$ cat config.mk
export PLATFORM = sky130hd
export DESIGN_NAME = mmio_timer
export DESIGN_NICKNAME = d
export VERILOG_FILES = /design/src/rtl/mmio_timer_pkg.sv /design/src/rtl/timer_prescaler.sv /design/src/rtl/mmio_timer.sv
export SDC_FILE = /design/constraint.sdc
export NUM_CORES = 1
export LEC_CHECK = 0
export CORE_ASPECT_RATIO = 2
export CORE_UTILIZATION = 35
export CTS_BUF_LIST = sky130_fd_sc_hd__clkbuf_16
export DETAILED_ROUTE_END_ITERATION = 8
export PLACE_DENSITY = 0.66
export SYNTH_ARGS = -nofsm -noshare
export SYNTH_HDL_FRONTEND = slang
export SYNTH_SLANG_ARGS = --single-unit
$ cat constraint.sdc
create_clock -name clk -period 5.15 [get_ports clk]
set_input_delay 1.03 -clock clk [delete_from_list [all_inputs] [get_ports clk]]
set_output_delay 1.03 -clock clk [all_outputs]
set_load 0.02 [all_outputs]
$ cat src/rtl/mmio_timer_pkg.sv
// ============================================================================
// Module   : mmio_timer_pkg
// Brief    : Shared register offsets, TCON bit indices and default window base
//            for the memory-mapped timer.
// Revision : 1.0
// ============================================================================
`default_nettype none

package mmio_timer_pkg;

    localparam logic [31:0] DEFAULT_BASE_ADDR = 32'h4000_0000;

    localparam logic [31:0] OFF_TH      = 32'h0000_0000;
    localparam logic [31:0] OFF_TL      = 32'h0000_0004;
    localparam logic [31:0] OFF_TCON    = 32'h0000_0008;
    localparam logic [31:0] OFF_SYSTICK = 32'h0000_0010;

    localparam int TCON_EN = 0;
    localparam int TCON_IE = 1;
    localparam int TCON_IS = 2;

endpackage

`default_nettype wire

$ cat src/rtl/timer_prescaler.sv
// ============================================================================
// Module   : timer_prescaler
// Brief    : Divides clk by PRESCALE while enabled; tick marks the last count.
// Revision : 1.0
// ============================================================================
`default_nettype none

module timer_prescaler #(
    parameter int PRESCALE = 1,
    parameter int PS_W     = 16
) (
    input  logic clk,
    input  logic reset,
    input  logic en,
    output logic tick
);

    localparam logic [PS_W-1:0] c_LAST = PS_W'(PRESCALE - 1);

    logic [PS_W-1:0] r_cnt;

    assign tick = en && (r_cnt == c_LAST);

    // A disabled prescaler always restarts from zero so the first period after
    // re-enabling is a full PRESCALE cycles.
    always_ff @(posedge clk or negedge reset) begin
        if (!reset) begin
            r_cnt <= '0;
        end else if (!en || tick) begin
            r_cnt <= '0;
        end else begin
            r_cnt <= r_cnt + PS_W'(1);
        end
    end

endmodule

`default_nettype wire

$ cat src/rtl/mmio_timer.sv
// ============================================================================
// Module   : mmio_timer
// Brief    : Memory-mapped reload timer (TH/TL/TCON) with interrupt request.
//            Define MMIO_TIMER_SYSTICK_EN to add a read-only free-running
//            SYSTICK register at offset 0x10.
// Revision : 1.0
// ============================================================================
`default_nettype none

module mmio_timer
    import mmio_timer_pkg::*;
#(
    parameter logic [31:0] BASE_ADDR = DEFAULT_BASE_ADDR,
    parameter int          PRESCALE  = 1,
    parameter int          PS_W      = 16
) (
    input  logic        clk,
    input  logic        reset,
    input  logic [31:0] Address,
    input  logic [31:0] Write_data,
    input  logic        MemRead,
    input  logic        MemWrite,
    output logic [31:0] Mem_data,
    output logic        hit,
    output logic        irq
);

`ifdef MMIO_TIMER_SYSTICK_EN
    localparam logic [31:0] c_LAST_OFF = 32'h0000_0013;
`else
    localparam logic [31:0] c_LAST_OFF = 32'h0000_000F;
`endif

    logic [31:0] r_th;
    logic [31:0] r_tl;
    logic [2:0]  r_tcon;

    logic [31:0] w_off;
    logic [31:0] w_sel;
    logic        w_wr;
    logic        w_wr_th;
    logic        w_wr_tl;
    logic        w_wr_tcon;
    logic        w_tick;
    logic        w_ovf;

    // Addresses below the base wrap to huge offsets, so one compare bounds both ends.
    assign w_off = Address - BASE_ADDR;
    assign w_sel = {w_off[31:2], 2'b00};
    assign hit   = (w_off <= c_LAST_OFF);

    assign w_wr      = MemWrite && hit;
    assign w_wr_th   = w_wr && (w_sel == OFF_TH);
    assign w_wr_tl   = w_wr && (w_sel == OFF_TL);
    assign w_wr_tcon = w_wr && (w_sel == OFF_TCON);

    timer_prescaler #(
        .PRESCALE (PRESCALE),
        .PS_W     (PS_W)
    ) u_prescaler (
        .clk   (clk),
        .reset (reset),
        .en    (r_tcon[TCON_EN]),
        .tick  (w_tick)
    );

    assign w_ovf = r_tcon[TCON_EN] && w_tick && (r_tl == 32'hFFFF_FFFF);

    always_ff @(posedge clk or negedge reset) begin
        if (!reset) begin
            r_th   <= '0;
            r_tl   <= '0;
            r_tcon <= '0;
        end else begin
            if (w_wr_th) begin
                r_th <= Write_data;
            end

            // Reload reads the pre-write TH; a CPU write to TL overrides counting.
            if (w_wr_tl) begin
                r_tl <= Write_data;
            end else if (r_tcon[TCON_EN] && w_tick) begin
                r_tl <= w_ovf ? r_th : r_tl + 32'd1;
            end

            if (w_wr_tcon) begin
                r_tcon[TCON_EN] <= Write_data[TCON_EN];
                r_tcon[TCON_IE] <= Write_data[TCON_IE];
            end

            // Hardware set wins over write-1-to-clear so an overflow is never lost.
            if (w_ovf) begin
                r_tcon[TCON_IS] <= 1'b1;
            end else if (w_wr_tcon && Write_data[TCON_IS]) begin
                r_tcon[TCON_IS] <= 1'b0;
            end
        end
    end

`ifdef MMIO_TIMER_SYSTICK_EN
    logic [31:0] r_systick;

    always_ff @(posedge clk or negedge reset) begin
        if (!reset) begin
            r_systick <= '0;
        end else begin
            r_systick <= r_systick + 32'd1;
        end
    end
`endif

    always_comb begin
        Mem_data = '0;
        if (MemRead && hit) begin
            case (w_sel)
                OFF_TH:      Mem_data = r_th;
                OFF_TL:      Mem_data = r_tl;
                OFF_TCON:    Mem_data = {29'd0, r_tcon};
`ifdef MMIO_TIMER_SYSTICK_EN
                OFF_SYSTICK: Mem_data = r_systick;
`endif
                default:     Mem_data = '0;
            endcase
        end
    end

    assign irq = r_tcon[TCON_IE] && r_tcon[TCON_IS];

endmodule

`default_nettype wire

Yosys cells after proc, flatten, opt, wreduce, memory -nomap -nowiden
Index checks and enable logic that the tools add are counted.

storage, ports and cells
  flip-flop bits (word level) = 83
  input port bits = 68
  output and inout bits = 34
  word-level logic and storage cells = 36

operators by class
  add/sub/neg operators = 3
  order comparisons = 1
  equality and inequality tests = 3
  multiplexer cells = 8
  reductions and logical operators = 16

operators with widths
  kind                    count
  $mux 32                 4
  $pmux 32 s3             1
  $add 32x1->32 const B   1
  $eq 32x32->1 const B    1
  $le 32x4->1 const B     1
  $logic_not 32->1        1
  $sub 32x31->32 const B  1
  $eq 30x1->1 const B     1
  $eq 30x2->1 const B     1
  $add 16x1->16 const B   1
  $logic_not 16->1        1
  $mux 16                 1
  $logic_and 1x1->1       10
  $reduce_bool 2->1       2
  $mux 1                  2
  $logic_not 1->1         1
  $logic_or 1x1->1        1

Longest topological paths before layout
  depth after elaboration = 7
  mapped depth = 10
  gate-level depth less buffers = 8

By module
A second synthesis with hierarchy kept.

unflattened totals
  cell total of the unflattened synthesis = 572
  area, all modules = 5,395.2 um^2

by module, submodules not included
  module           times used  cells each  area an instance (um^2)  seq. area each (um^2)
  mmio_timer       1           484         4,570.6                  1,676.6
  timer_prescaler  1           88          824.5                    400.4

Worst setup path before layout
No wires, ideal clock.

  path type = input -> output
  start = in Address[21]
  end = out Mem_data[10]
  data arrival time = 2.722 ns
  required time = 4.120 ns
  setup slack = 1.398 ns
  stages = 6
  path through = nor4_1 nand3_1 nor2_1 nand3_1 clkbuf_1 nor2_1

between the ends
  longest elaborated chain between the ends = 4

RTL lines
  item               RTL line           source
  start, declared    mmio_timer.sv:19   input logic [31:0] Address,
  $sub 32x31->32     mmio_timer.sv:48   assign w_off = Address - BASE_ADDR;
  $le 32x4->1        mmio_timer.sv:50   assign hit = (w_off <= c_LAST_OFF);
  named net hit      mmio_timer.sv:24   output logic hit,
  $logic_and 1x1->1  mmio_timer.sv:114  if (MemRead && hit) begin
  $mux 32            mmio_timer.sv:114
  end, declared      mmio_timer.sv:23   output logic [31:0] Mem_data,

The timed path passes the listed nets, and every way through them passes these cells.

Worst setup path after layout
  start = in Address[5]
  end = out Mem_data[11]

between the ends
  longest elaborated chain between the ends = 4

RTL lines
  item                                              RTL line
  $sub 32x31->32 (*)                                mmio_timer.sv:48
  $le 32x4->1, or another cell as far along         mmio_timer.sv:50
  $logic_and 1x1->1 or $pmux 32 s3 (tied branches)  mmio_timer.sv:114, mmio_timer.sv:115
  $mux 32 (*)                                       mmio_timer.sv:114

Mark *: on every way between the ends. The rest lies on a longest branch, timed or not.

==> metrics.txt <==
status=finished, final reports clean; Antenna Nets Post-Route=0; drt drc=0; top_reg_cell synth=dfrtp_1; initial core utilization=36.0%; Leakage=2.62 nW; fin util=46.6%; # rows=61; hold depth=1; final hold slack=a little over 0.5 ns; first-pass GRT wire length=24.7 mm; Commonest cells post-synth=dfrtp_1 (83), nor2_1 (72), mux2_1 (32), nand2_1 (32), a21oi_1 (30); FF-to-FF Start=r_tl[14]; CTS hold repair buffers=0; Hold Crit Class=reg -> reg; Total Power=1.40 mW; GP Congestion=0.899; largest net degree at the start of global routing=84; Wirelength per Cell=roughly 19 um; Least-Margin Pin Slew=roughly 1.1 ns; Slew Viols, Final=0; Seq cells post-synth=83; Die ar.=14,800 sq um; Area after DPL=6160 sq um; aggregate routed wire length=15.6 mm; CP max FO=30; nets=706; VDD IR max=about 0.00017 V; CTS tree=done; Worst Path Arrival=between 3 and 4 ns; Setup CP Type=in -> out; worst clock skew=0.00744 ns; Die Wd=between 80 and 90 um; Die H=171 um; Synth warnings=0; area leader, netlist=dfrtp_1; share of cells above drive strength 1=5.95%; RSZ-0062 raised after global routing=false; sequential cell area fraction in the yosys report=41.5%; Port-buffer cells=about 100; Post-synth ARST share=100%; CP endpoint kind=output port; final cycle utilization of the critical path=91.1%; slack of the worst reg-to-reg path=2.11 ns; pre-CTS WS=0.427 ns; Syn Area/Cell=roughly 9.1 sq um; initial antenna violation count=0; PostCTS Resize Cnt=0; placed cells=813; synthesized area=5000 sq um; post-synth top area share=41.5%; via count of the first global-routing pass=4,842; WP data required=4.12 ns; P per Cell Area=~220 nW/um^2; global route overflow=0; synth top area cells=dfrtp_1 (42%), mux2_1 (7.2%), nor2_1 (5.4%), a22oi_1 (4.4%), a21oi_1 (3.0%); DP HPWL=around 11 mm; CTS Sinks=slightly above 80; post-CTS setup buffers=0; IO Count=102; Max Buffers Root-to-Sink=2; Worst Min Path Start=u_prescaler.r_cnt[0]; DR vias/cell=5.78; Placeable Area=between 10,000 and 15,000 sq um; Layout area overhead=29.4%; GR Util All Layers=21.9%; minimum clock period=4.69 ns; worst r2r dst=r_tl[12]; Ant. Diodes=0; Mapped Cells=about 550; Hold EP=u_prescaler.r_cnt[0]; Worst-Skew Late Latency=0.34 ns; Max-slew headroom=27.3%; Final WS setup=0.456 ns; fillers=about 1,400; Setup crit start kind=input pin; Num CTS Buffers=9; f_max=213 MHz; FF-to-FF path depth=6; Post-Layout Inst Area=6470 sq um; Setup TNS=0 ns; initial DRC count=348; routed vias=4,787; net count after synthesis=622; number of max-cap violations=0; final cell count without fillers=828; clock-pin slew on the worst setup and hold paths=around 0.06 ns; Root Driver=clkbuf_16; EDFF count, synth=0; Final setup viols=0; Final Hold Fails=0; most repeated cell in the gate-level netlist after synthesis=dfrtp_1; DR pass1 iterations=5; CTS HTree Levels=3; library cells used by synthesis=47
## logic make-up after synthesis
group / share of synthesized area (%)
AO/OA/AOI/OAI: 16.0
XOR/XNOR: 4.38
adder cells (fa/ha/maj): 0.751
buffers and inverters: 4.13
flip-flops: 41.5
multiplexers: 10.7
AND/OR/NAND/NOR: 22.4
## power breakdown
group	switching [mW]	internal [mW]
logic	0.0305	0.0463
clock network	0.257	0.418
registers	0.0000255	0.652
## cells in the final DEF, fill, tap and decap left out, types with 3 or more instances in the layout
master,instances
nand4_1,24
inv_1,9
clkdlybuf4s50_1,98
a21oi_1,30
and4_1,4
a22oi_1,29
nor3_1,10
a211oi_1,4
nor2_1,72
mux2_2,5
dfrtp_1,83
ha_1,3
xor2_1,11
and2_1,8
buf_4,8
o21ai_1,24
nand2_1,32
mux2_1,32
nand3_1,22
o211ai_1,3
a21o_1,4
a41o_1,3
xnor2_1,14
nor4_1,10
clkbuf_16,9
and3_1,19
o21ai_0,12
or3_1,6
a31oi_1,8
mux2i_1,12
## worst max-delay path: stages
cell,delay (ns)
clkdlybuf4s50_1,0.40
nor4_1,0.32
nand4_1,0.36
nor4_4,0.36
buf_12,0.25
a22oi_1,0.17
nor2_1,0.13
clkdlybuf4s50_1,0.61
## registers in the layout, indices dropped and copies added, names as in the netlist
register / cells
u_prescaler.r_cnt: 16
r_tcon: 3
r_tl: 32
r_th: 32
## cell type report
class | instances | area, sq um | share of cell area (%)
timing repair buffer | 108 | 1080 | 16.7
clock inverter | 6 | 81.3 | 1.26
sequential | 83 | 2080 | 32.1
inverter | 9 | 33.8 | 0.522
tap | 189 | 236 | 3.66
clock buffer | 9 | 225 | 3.48
multi-input combinational | 424 | 2730 | 42.3
## worst max path at each step
stage	slack [ns]	end	from	cells after the start
6_report	0.46	Mem_data[11]	Address[5]	8
2_1_floorplan	1.40	Mem_data[10]	Address[21]	6
3_3_place_gp	0.50	Mem_data[11]	Address[12]	8
3_5_place_dp	0.43	Mem_data[11]	Address[5]	8
5_1_grt	0.27	Mem_data[14]	Address[5]	8
4_1_cts	0.42	Mem_data[11]	Address[5]	8
## metal layers
metal | part of all wire [%] | track usage, % | routed length, um | vias up
met4 | 4.5 | 12.5 | 708 | 0
met1 | 37 | 23.7 | 5870 | 2367
met2 | 53 | 39.4 | 8250 | 190
met3 | 5.2 | 3.91 | 821 | 42
li1 | - | - | - | 2188
met5 | 0 | 0 | 0 | -
No activity file was read; power rests on OpenSTA's default activity.
